===== config.mk =====
export PLATFORM = sky130hd
export DESIGN_NAME = ex_mem_lsu_flat
export DESIGN_NICKNAME = d
export VERILOG_FILES = /design/src/rtl/ex_mem_lsu_if.sv /design/src/rtl/ex_mem_lsu.sv /design/src/flat_wrapper.sv
export SDC_FILE = /design/constraint.sdc
export NUM_CORES = 1
export LEC_CHECK = 0
export CAP_MARGIN = 10
export CORE_ASPECT_RATIO = 1.4
export CORE_UTILIZATION = 28
export CTS_CLUSTER_SIZE = 12
export DETAILED_ROUTE_END_ITERATION = 16
export PLACE_DENSITY = 0.55
export REMOVE_ABC_BUFFERS = 1
export SYNTH_ARGS = -nofsm -noshare
export SYNTH_HDL_FRONTEND = slang
export SYNTH_SLANG_ARGS = --single-unit

===== constraint.sdc =====
create_clock -name clk -period 2.6 [get_ports clk]
set_clock_uncertainty 0.1 [all_clocks]
set_input_delay 0.52 -clock clk [delete_from_list [all_inputs] [get_ports clk]]
set_output_delay 0.52 -clock clk [all_outputs]
set_load 0.01 [all_outputs]

===== src/rtl/ex_mem_lsu_if.sv =====
// Data-RAM request/response bus between the load/store unit (master) and the RAM (slave).
// One request per access: req is held until addr_ok, then a single data_ok returns read data or write ack.
interface ex_mem_lsu_if #(
    parameter int DATA_WIDTH = 32
);
    logic                  req;
    logic                  wr;
    logic [DATA_WIDTH-1:0] addr;
    logic [3:0]            wstrb;
    logic [DATA_WIDTH-1:0] wdata;
    logic                  addr_ok;
    logic                  data_ok;
    logic [DATA_WIDTH-1:0] rdata;

    modport master (
        output req, wr, addr, wstrb, wdata,
        input  addr_ok, data_ok, rdata
    );

    modport slave (
        input  req, wr, addr, wstrb, wdata,
        output addr_ok, data_ok, rdata
    );
endinterface


===== src/rtl/ex_mem_lsu.sv =====
// EX->MEM pipeline stage with a one-transaction-per-instruction data-RAM load/store unit.
// Load data is lane-selected and extended before it is handed to WB.
//
// state | meaning
// IDLE  | no RAM access pending (empty stage, non-memory op or misaligned access)
// REQ   | request presented, waiting for dram addr_ok
// WAIT  | request accepted, waiting for dram data_ok
// DONE  | access complete, result held until WB takes it
module ex_mem_lsu #(
    parameter int DATA_WIDTH = 32,
    parameter int RD_WIDTH   = 5
) (
    input  logic                  clk,
    input  logic                  rst,
    input  logic                  flush,
    input  logic                  hold,
    input  logic                  valid_ex,
    input  logic                  ready_go_ex,
    output logic                  allow_in_mem,
    input  logic [DATA_WIDTH-1:0] alu_result_ex,
    input  logic [DATA_WIDTH-1:0] rs2_data_ex,
    input  logic [RD_WIDTH-1:0]   rd_ex,
    input  logic                  reg_write_ex,
    input  logic [4:0]            mem_ctrl_ex,
    output logic                  valid_mem,
    output logic                  ready_go_mem,
    input  logic                  allow_in_wb,
    output logic [DATA_WIDTH-1:0] result_mem,
    output logic [RD_WIDTH-1:0]   rd_mem,
    output logic                  reg_write_mem,
    output logic                  misalign_mem,
    ex_mem_lsu_if.master          dram
);

    typedef enum logic [1:0] {
        IDLE = 2'd0,
        REQ  = 2'd1,
        WAIT = 2'd2,
        DONE = 2'd3
    } state_t;

    localparam int CTRL_LOAD  = 4;
    localparam int CTRL_STORE = 3;
    localparam int CTRL_UNS   = 2;

    state_t                state;
    state_t                state_nxt;
    logic                  valid_q;
    logic [DATA_WIDTH-1:0] addr_q;
    logic [DATA_WIDTH-1:0] wdata_q;
    logic [DATA_WIDTH-1:0] result_q;
    logic [RD_WIDTH-1:0]   rd_q;
    logic                  reg_write_q;
    logic [4:0]            ctrl_q;

    logic                  pipe_valid;
    logic                  mem_in;
    logic                  mis_in;
    logic                  mem_q;
    logic                  mis_q;
    logic [DATA_WIDTH-1:0] load_fmt;
    logic [3:0]            strb_fmt;
    logic [DATA_WIDTH-1:0] wdata_fmt;

    // Size 3 is treated as a word access everywhere.
    function automatic logic is_misaligned(input logic [4:0] ctrl, input logic [1:0] a);
        logic mem_op;
        mem_op = ctrl[CTRL_LOAD] | ctrl[CTRL_STORE];
        if (ctrl[1])
            return mem_op & (a != 2'b00);
        else if (ctrl[0])
            return mem_op & a[0];
        else
            return 1'b0;
    endfunction

    assign pipe_valid = valid_ex & ready_go_ex & ~flush;
    assign mem_in     = mem_ctrl_ex[CTRL_LOAD] | mem_ctrl_ex[CTRL_STORE];
    assign mis_in     = is_misaligned(mem_ctrl_ex, alu_result_ex[1:0]);
    assign mem_q      = ctrl_q[CTRL_LOAD] | ctrl_q[CTRL_STORE];
    assign mis_q      = is_misaligned(ctrl_q, addr_q[1:0]);

    assign ready_go_mem  = valid_q & ((state == DONE) | ~mem_q | mis_q);
    assign allow_in_mem  = ~valid_q | (ready_go_mem & allow_in_wb & ~hold);
    assign valid_mem     = valid_q;
    assign result_mem    = result_q;
    assign rd_mem        = rd_q;
    assign reg_write_mem = valid_q & reg_write_q & ~mis_q;
    assign misalign_mem  = valid_q & mis_q;

    always_comb begin
        logic [7:0]  byte_sel;
        logic [15:0] half_sel;
        byte_sel = 8'h00;
        half_sel = 16'h0000;
        load_fmt = '0;
        unique case (addr_q[1:0])
            2'd0:    byte_sel = dram.rdata[7:0];
            2'd1:    byte_sel = dram.rdata[15:8];
            2'd2:    byte_sel = dram.rdata[23:16];
            default: byte_sel = dram.rdata[31:24];
        endcase
        half_sel = addr_q[1] ? dram.rdata[31:16] : dram.rdata[15:0];
        if (ctrl_q[1])
            load_fmt = dram.rdata;
        else if (ctrl_q[0])
            load_fmt = {{(DATA_WIDTH-16){half_sel[15] & ~ctrl_q[CTRL_UNS]}}, half_sel};
        else
            load_fmt = {{(DATA_WIDTH-8){byte_sel[7] & ~ctrl_q[CTRL_UNS]}}, byte_sel};
    end

    always_comb begin
        strb_fmt  = 4'b0000;
        wdata_fmt = '0;
        if (ctrl_q[1]) begin
            strb_fmt  = 4'b1111;
            wdata_fmt = wdata_q;
        end else if (ctrl_q[0]) begin
            strb_fmt  = 4'b0011 << addr_q[1:0];
            wdata_fmt = {2{wdata_q[15:0]}};
        end else begin
            strb_fmt  = 4'b0001 << addr_q[1:0];
            wdata_fmt = {4{wdata_q[7:0]}};
        end
    end

    always_ff @(posedge clk) begin
        if (rst) begin
            state       <= IDLE;
            valid_q     <= 1'b0;
            addr_q      <= '0;
            wdata_q     <= '0;
            result_q    <= '0;
            rd_q        <= '0;
            reg_write_q <= 1'b0;
            ctrl_q      <= '0;
        end else begin
            state <= state_nxt;
            if (allow_in_mem)
                valid_q <= pipe_valid;
            if (pipe_valid && allow_in_mem) begin
                addr_q      <= alu_result_ex;
                wdata_q     <= rs2_data_ex;
                result_q    <= alu_result_ex;
                rd_q        <= rd_ex;
                reg_write_q <= reg_write_ex;
                ctrl_q      <= mem_ctrl_ex;
            end else if (state == WAIT && dram.data_ok && ctrl_q[CTRL_LOAD]) begin
                result_q <= load_fmt;
            end
        end
    end

    // A memory op holds allow_in_mem low until DONE, so the accepted request is never dropped.
    always_comb begin
        state_nxt   = state;
        dram.req    = 1'b0;
        dram.wr     = 1'b0;
        dram.addr   = '0;
        dram.wstrb  = 4'b0000;
        dram.wdata  = '0;
        unique case (state)
            REQ: begin
                dram.req  = 1'b1;
                dram.wr   = ctrl_q[CTRL_STORE];
                dram.addr = {addr_q[DATA_WIDTH-1:2], 2'b00};
                if (ctrl_q[CTRL_STORE]) begin
                    dram.wstrb = strb_fmt;
                    dram.wdata = wdata_fmt;
                end
                if (dram.addr_ok)
                    state_nxt = WAIT;
            end
            WAIT: begin
                if (dram.data_ok)
                    state_nxt = DONE;
            end
            default: ;
        endcase
        if (allow_in_mem)
            state_nxt = (pipe_valid && mem_in && !mis_in) ? REQ : IDLE;
    end

endmodule


===== src/flat_wrapper.sv =====
// flat-port wrapper written by rule: the top's interface ports become plain ports
module ex_mem_lsu_flat 
#(
    parameter int DATA_WIDTH = 32,
    parameter int RD_WIDTH   = 5
)
  (clk, rst, flush, hold, valid_ex, ready_go_ex, allow_in_mem, alu_result_ex, rs2_data_ex, rd_ex, reg_write_ex, mem_ctrl_ex, valid_mem, ready_go_mem, allow_in_wb, result_mem, rd_mem, reg_write_mem, misalign_mem, dram_req, dram_wr, dram_addr, dram_wstrb, dram_wdata, dram_addr_ok, dram_data_ok, dram_rdata);
  ex_mem_lsu_if #(.DATA_WIDTH(DATA_WIDTH)) dram_i ();
  input  logic clk;
  input  logic rst;
  input  logic flush;
  input  logic hold;
  input  logic valid_ex;
  input  logic ready_go_ex;
  output logic allow_in_mem;
  input  logic [DATA_WIDTH-1:0] alu_result_ex;
  input  logic [DATA_WIDTH-1:0] rs2_data_ex;
  input  logic [RD_WIDTH-1:0] rd_ex;
  input  logic reg_write_ex;
  input  logic [4:0] mem_ctrl_ex;
  output logic valid_mem;
  output logic ready_go_mem;
  input  logic allow_in_wb;
  output logic [DATA_WIDTH-1:0] result_mem;
  output logic [RD_WIDTH-1:0] rd_mem;
  output logic reg_write_mem;
  output logic misalign_mem;
  output wire logic [$bits(dram_i.req)-1:0] dram_req;
  output wire logic [$bits(dram_i.wr)-1:0] dram_wr;
  output wire logic [$bits(dram_i.addr)-1:0] dram_addr;
  output wire logic [$bits(dram_i.wstrb)-1:0] dram_wstrb;
  output wire logic [$bits(dram_i.wdata)-1:0] dram_wdata;
  input wire logic [$bits(dram_i.addr_ok)-1:0] dram_addr_ok;
  input wire logic [$bits(dram_i.data_ok)-1:0] dram_data_ok;
  input wire logic [$bits(dram_i.rdata)-1:0] dram_rdata;
  assign dram_req = dram_i.req;
  assign dram_wr = dram_i.wr;
  assign dram_addr = dram_i.addr;
  assign dram_wstrb = dram_i.wstrb;
  assign dram_wdata = dram_i.wdata;
  assign dram_i.addr_ok = dram_addr_ok;
  assign dram_i.data_ok = dram_data_ok;
  assign dram_i.rdata = dram_rdata;
  ex_mem_lsu #(.DATA_WIDTH(DATA_WIDTH), .RD_WIDTH(RD_WIDTH)) u_core (.clk(clk), .rst(rst), .flush(flush), .hold(hold), .valid_ex(valid_ex), .ready_go_ex(ready_go_ex), .allow_in_mem(allow_in_mem), .alu_result_ex(alu_result_ex), .rs2_data_ex(rs2_data_ex), .rd_ex(rd_ex), .reg_write_ex(reg_write_ex), .mem_ctrl_ex(mem_ctrl_ex), .valid_mem(valid_mem), .ready_go_mem(ready_go_mem), .allow_in_wb(allow_in_wb), .result_mem(result_mem), .rd_mem(rd_mem), .reg_write_mem(reg_write_mem), .misalign_mem(misalign_mem), .dram(dram_i));
endmodule

==> results of run 1 <==
## worst reg2reg max path, delay by kind of cell (launching register included)
kind,cells,cell delay (ps)
AND/OR/NAND/NOR,1,120
multiplexers,1,380
buffers and inverters,2,490
AO/OA/AOI/OAI,2,460
flip-flops,1,440
## sequential cells by signal (all words and copies together) (netlist names)
signal              flops
u_core.addr_q          32
u_core.rd_mem           5
u_core.state            2
u_core.valid_mem        1
u_core.ctrl_q           5
u_core.result_mem      32
u_core.wdata_q         32
u_core.reg_write_q      1
## path summary, 6_finish.rpt
path / cells past startpoint / startpoint / end / slack [ps]
setup / recovery: 5 / u_core.state[0]$_SDFFE_PP0P_ / dram_wr / 60
hold reg to reg: 2 / u_core.addr_q[27]$_SDFFE_PP0P_ / u_core.addr_q[27]$_SDFFE_PP0P_ / 370
setup reg to reg: 6 / u_core.addr_q[1]$_SDFFE_PP0P_ / u_core.result_mem[13]$_SDFFE_PP0P_ / 500
hold / removal: 2 / u_core.addr_q[27]$_SDFFE_PP0P_ / u_core.addr_q[27]$_SDFFE_PP0P_ / 370
## power breakdown
| group | switching (mW) | leakage [nW] | internal, mW |
|---|---|---|---|
| combinational | 0.299 | 2.52 | 0.341 |
| clock | 0.676 | 0.133 | 0.683 |
| sequential | 0.0398 | 0.896 | 1.74 |
| total | 1.01 | 3.55 | 2.77 |
## area by class of cell
class                           instances  share of cell area
Clock buffer                           12              0.0265
Inverter                               33              0.0133
Clock inverter                          4             0.00322
Sequential cell                       110               0.237
Multi-Input combinational cell        553               0.383
Timing Repair Buffer                  267               0.297
Tap cell                              297              0.0399
## per-stage QoR
stage | hold WS, ps | utilization | TNS (ps) | instances | power (mW)
6_report | 368 | 0.426 | 0 | 1276 | 3.78
2_1_floorplan | 343 | - | -98210 | 696 | 2.05
4_1_cts | 371 | 0.422 | 0 | 1276 | 3.83
5_1_grt | 388 | 0.426 | -74.6 | 1276 | 3.95
3_3_place_gp | 356 | 0.409 | 0 | 1260 | 2.46
3_5_place_dp | 361 | 0.409 | 0 | 1260 | 2.46
## cell usage after synthesis, types with 3 or more instances
cell type  instances  area (um^2)
a21o_1             7         52.6
a21oi_1           99          495
a221o_1            7         70.1
a221oi_1           5         43.8
a221oi_2          15          225
a2bb2oi_1         16          140
and2_1            30          188
and3_1            10         62.6
buf_1              4         15.0
buf_2             17         85.1
buf_4              5         37.5
buf_6              3         33.8
clkbuf_1          64          240
dfxtp_1          110         2200
ha_1               3         37.5
inv_1             33          124
mux2i_1           28          280
nand2_1           36          135
nand2b_1           7         43.8
nand3b_1           5         37.5
nand4_1           60          375
nor2_1            37          139
nor2b_1            4         25.0
o211ai_1           5         37.5
o21a_1            16          120
o21ai_0           91          455
o21ai_1            3         15.0
o21bai_1           3         22.5
o22ai_1           11         68.8
o32ai_1           10         87.6
or3_1             16          100
## routing by layer
metal | vias to the layer above | GRT usage
met5 | - | 0
met4 | 0 | 0.0559
met3 | 20 | 0.0451
met2 | 194 | 0.352
met1 | 3085 | 0.245
li1 | 3264 | -
## cell families (layout without fill, tap and decap cells)
logic type	after synthesis	count (layout)
fa+ha+maj	3	3
simple gates	217	217
other cells	1	2
flops	110	110
buf+inv	127	316
mux	29	29
compound gates	302	302
## repair_timing
action,in CTS,in global routing
hold buffers,0,0
resized for setup,11,31
pin swaps,0,0
setup endpoints to repair,27,60
==> reports/metrics.csv, run 1 <==
metric,value,unit
seq_area_frac_synth,0.352,
rows,64,
crit_chain,ha_2 -> nand2_2 -> buf_12 -> inv_1 -> clkdlybuf4s50_1,
clk_latency,360,ps
timing.slew.headroom,0.545,
synthArstFlopShare,0,
gp_congestion,0.772,
route.met2.wl,11700,um
cap_violations,0,
numClockSinks,110,
regArea,2210,um^2
final_cell_mix,"clkdlybuf4s50_1 (196), dfxtp_1 (107), a21oi_1 (99), o21ai_0 (91), nand4_1 (60)",
synth.area.mux_share,0.0470,
status,"finished, final reports clean",
worstSetupEndpointType,output pin,
crit_required,1980,ps
synth_area,6260,um^2
synthAdderAreaFrac,0.00600,
cts_buffer_depth,2,
synth-compound-area-share,0.318,
antenna_left,0,
cts_setup_buffers,0,
port_buffers,225,
setup_ws,60.8,ps
area_delta_synth_final,48.7,%
fmax,394,MHz
multi_input_area,3560,um^2
yosysWarnings,0,
drv_slew,0,
layout_commonest_cell,clkdlybuf4s50_1,
post_route_cells_drive_above_1_share,0.0950,
hold_class,flop to flop,
irDropWorstVdd,0.287,mV
syn_area_per_cell,7.94,um^2
path_delay_family,buffers and inverters,
cts_tree,built,
highest_layer,met4,
dieArea,23000,um^2
cts_made_buffers,9,
route.detailed.wl_per_inst,18.2,um
dpl_cell_area,8940,um^2
cp.buffers_inverters,3,
synth_ff_type,dfxtp_1,
coreArea,21900,um^2
synthSimpleGateAreaFrac,0.191,
grt-ovfl-total,0,
pre_cts_ws,21.2,ps
place_hpwl,16400,um
root_buffer,clkbuf_16,
synth_top_family_by_area,compound AO/OA/AOI/OAI gates,
num_vias,6563,
tightest_slew,682,ps
cp_slowest_stage_delay,530,ps
synth_seq_cells,110,
start_kind,flop,
path_class,flop to output pin,
ctsHtreeMaxLevel,3,
routed_wl,23300,um
initial_core_util,0.286,
grt_pass1_vias,6426,
fin_crit_sh,0.977,
grtUsageTotal,0.201,
post-route-min-period,2540,ps
drc,0,
powerDensity,406,nW/um^2
stdcell_area,9310,um^2
setup-violations-final,0,
cp_slowest_cell,clkdlybuf4s50_1,
clk_pin_slew_worst_paths,80,ps
synth_cells,789,
grt_pass1_wl,35800,um
first_pass_iters,5,
drt_iter0_drc,340,
synth.distinct_cells,56,
hold_viol,0,
cp_max_fo,25,
rsz0062_at_grt,yes,
fin_nets,1093,
die_y,179,um
synthXorXnorAreaFrac,0,
antenna_cells,0,
arrival,1920,ps
die_w,128,um
antenna_found_initial,0,
wirelength_met1,9910,um
routed_via_density,5.14,
leakagePower,3.55,nW
nFillCells,2226,
grt_start_max_net_pins,60,
met3_length,1400,um
ios,228,
synth_edf_count,0,
Note: power is estimated with default switching activity, not from simulation.
==> inputs of run 2 (changes only) <==
--- a/config.mk
+++ b/config.mk
@@ -5,6 +5,7 @@
 export SDC_FILE = /design/constraint.sdc
 export NUM_CORES = 1
 export LEC_CHECK = 0
+export ABC_AREA = 1
 export CAP_MARGIN = 10
 export CORE_ASPECT_RATIO = 1.4
 export CORE_UTILIZATION = 28
@@ -12,6 +13,7 @@
 export DETAILED_ROUTE_END_ITERATION = 16
 export PLACE_DENSITY = 0.55
 export REMOVE_ABC_BUFFERS = 1
+export SKIP_CTS_REPAIR_TIMING = 1
 export SYNTH_ARGS = -nofsm -noshare
 export SYNTH_HDL_FRONTEND = slang
 export SYNTH_SLANG_ARGS = --single-unit
==> reports/metrics.csv, run 2 <==
metric,value,unit,change
start_kind,flop,,
synth_cells,937,,+19%
cp_slowest_stage_delay,530,ps,about the same
yosysTopAreaCell,dfxtp_1,,
post_route_cells_drive_above_1_share,0.0668,,-0.0282
synth_seq_cells,110,,unchanged
cts_buffer_depth,2,,unchanged
setup_ws,88.7,ps,+27.9 ps
setup-violations-final,0,,unchanged
crit_chain,inv_1 -> ha_4 -> buf_6 -> nand2_1 -> inv_1 -> clkdlybuf4s50_1,,
num_vias,6478,,-1.3%
pre_cts_ws,96.4,ps,+75.2 ps
hold_class,flop to flop,,
grt_pass1_wl,33000,um,-8.0%
powerDensity,444,nW/um^2,+9.4%
synth_ff_type,dfxtp_1,,
die_y,173,um,-3.1%
power,3.96,mW,+4.8%
synth_commonest_cells,"nand2_1 (270), nor2_1 (144), a21oi_1 (118)",,
antenna_left,0,,unchanged
root_buffer,clkbuf_16,,
cp_max_fo,22,,-12%
rows,62,,-3.1%
crit_required,1980,ps,about the same
cap_violations,0,,unchanged
cp_slowest_cell,clkdlybuf4s50_1,,
yosysWarnings,0,,unchanged
clk_latency,360,ps,about the same
synth_area_leaders,"dfxtp_1 (38%), nand2_1 (17%), a21oi_1 (10%), nor2_1 (9.2%), o21ai_0 (6.3%)",,
drv_slew,0,,unchanged
irDropWorstVdd,0.288,mV,+0.33%
worstSetupEndpointType,output pin,,
syn_area_per_cell,6.26,um^2,-21%
status,"finished, final reports clean",,
fin_nets,1266,,+16%
synth_area,5870,um^2,-6.3%
critPathMostFrequentCell,inv_1,,
clk_pin_slew_worst_paths,80,ps,about the same
fmax,398,MHz,+1.1%
nFillCells,2195,,-1.4%
synthArstFlopShare,0,,unchanged
post-route-util,0.434,,+0.00778
die_w,124,um,-3.1%
grtUsageTotal,0.192,,-0.00952
antenna_found_initial,0,,unchanged
ios,228,,unchanged
seq_area_frac_synth,0.375,,+0.0235
post-route-min-period,2510,ps,-27.9 ps
grt_start_max_net_pins,75,,+25%
worstRegToRegCells,10,,+4
port_buffers,225,,unchanged
synth.distinct_cells,27,,-52%
path_class,flop to output pin,,
coreArea,20600,um^2,-6.0%
layout_commonest_cell,nand2_1,,
arrival,1890,ps,-30 ps
fin_crit_sh,0.966,,-0.0107
cts_made_buffers,9,,unchanged
cts_tree,built,,
whs_path_depth,2,,unchanged
initial_core_util,0.286,,-0.000887
leakagePower,4.55,nW,+28%
numClockSinks,110,,unchanged
tightest_slew,633,ps,-48.6 ps
fin_setup_tns,0,ps,unchanged
drt_iter0_drc,220,,-35%
route.detailed.wl_per_inst,15.0,um,-18%
gp_congestion,0.766,,-0.75%
grt_pass1_vias,6211,,-3.3%
dieArea,21600,um^2,-6.2%
ctsHtreeMaxLevel,3,,unchanged
final_cell_mix,"nand2_1 (269), clkdlybuf4s50_1 (188), nor2_1 (144), a21oi_1 (117), dfxtp_1 (105)",,
synth_edf_count,0,,unchanged
drc,0,,unchanged
antenna_cells,0,,unchanged
place_hpwl,15000,um,-8.9%
timing.slew.headroom,0.578,,+0.0324
first_pass_iters,5,,unchanged
rsz0062_at_grt,yes,,
area_delta_synth_final,51.9,%,
synth_top_cell_area_share,0.375,,+0.0235
synth_most_common_cell,nand2_1,,
dpl.cell_count,1385,,+9.9%
hold_viol,0,,unchanged
routed_wl,21100,um,-9.2%
layoutNonFillerInstCount,1408,,+10%
routed_via_density,4.60,,-11%
grt-ovfl-total,0,,unchanged
==> run 2: stage by stage <==
step | instance area [um^2] | hold WS (ps)
global placement | 8430 | 350
global route | 8920 | 381
detailed placement | 8430 | 356
CTS | 8720 | 368
finish | 8920 | 365
floorplan | 5560 | 335
==> run 2: report_power, final <==
group          total, mW  internal [mW]  switching (mW)
combinational      0.743          0.372           0.371
sequential          1.81           1.76          0.0441
clock               1.41          0.715           0.698
==> run 2: final timing paths <==
kind / slack [ps] / to / startpoint
max: 90 / dram_addr[30] / u_core.state[1]$_SDFFE_PP0P_
min: 360 / u_core.addr_q[11]$_SDFFE_PP0P_ / u_core.addr_q[11]$_SDFFE_PP0P_
max reg2reg: 420 / u_core.result_mem[21]$_SDFFE_PP0P_ / u_core.state[0]$_SDFFE_PP0P_
min reg2reg: 360 / u_core.addr_q[11]$_SDFFE_PP0P_ / u_core.addr_q[11]$_SDFFE_PP0P_
==> run 2: kinds of logic (layout without fill, tap and decap cells) <==
| logic type | Yosys count | count (layout) | share of synthesized area |
|---|---|---|---|
| flops | 110 | 110 | 0.375 |
| buf+inv | 154 | 368 | 0.111 |
| fa+ha+maj | 3 | 3 | 0.00640 |
| other cells | 1 | 2 | 0.000639 |
| compound gates | 197 | 197 | 0.172 |
| simple gates | 472 | 472 | 0.334 |
==> run 2: critical path, delay by kind of cell, from the launching register on <==
family        cells  cell delay [ps]
flops             1              330
fa+ha+maj         1              170
simple gates      1               90
buf+inv           4              930
==> run 2: layout make-up <==
class	count	area (um^2)	share of cell area
timing repair buffer	260	2680	0.301
clock buffer	11	253	0.0283
inverter	91	355	0.0399
multi-input combinational	674	3050	0.342
sequential	110	2210	0.248
clock inverter	5	41.3	0.00463
timing repair inverter	1	7.51	0.000842
tap	256	320	0.0359
==> run 2: routing by layer <==
metal | vias up | track usage | wire (um)
li1 | 3355 | - | -
met1 | 2924 | 0.228 | 9110
met2 | 177 | 0.336 | 10500
met3 | 22 | 0.0432 | 1220
met4 | 0 | 0.0658 | 338
met5 | - | 0 | 0
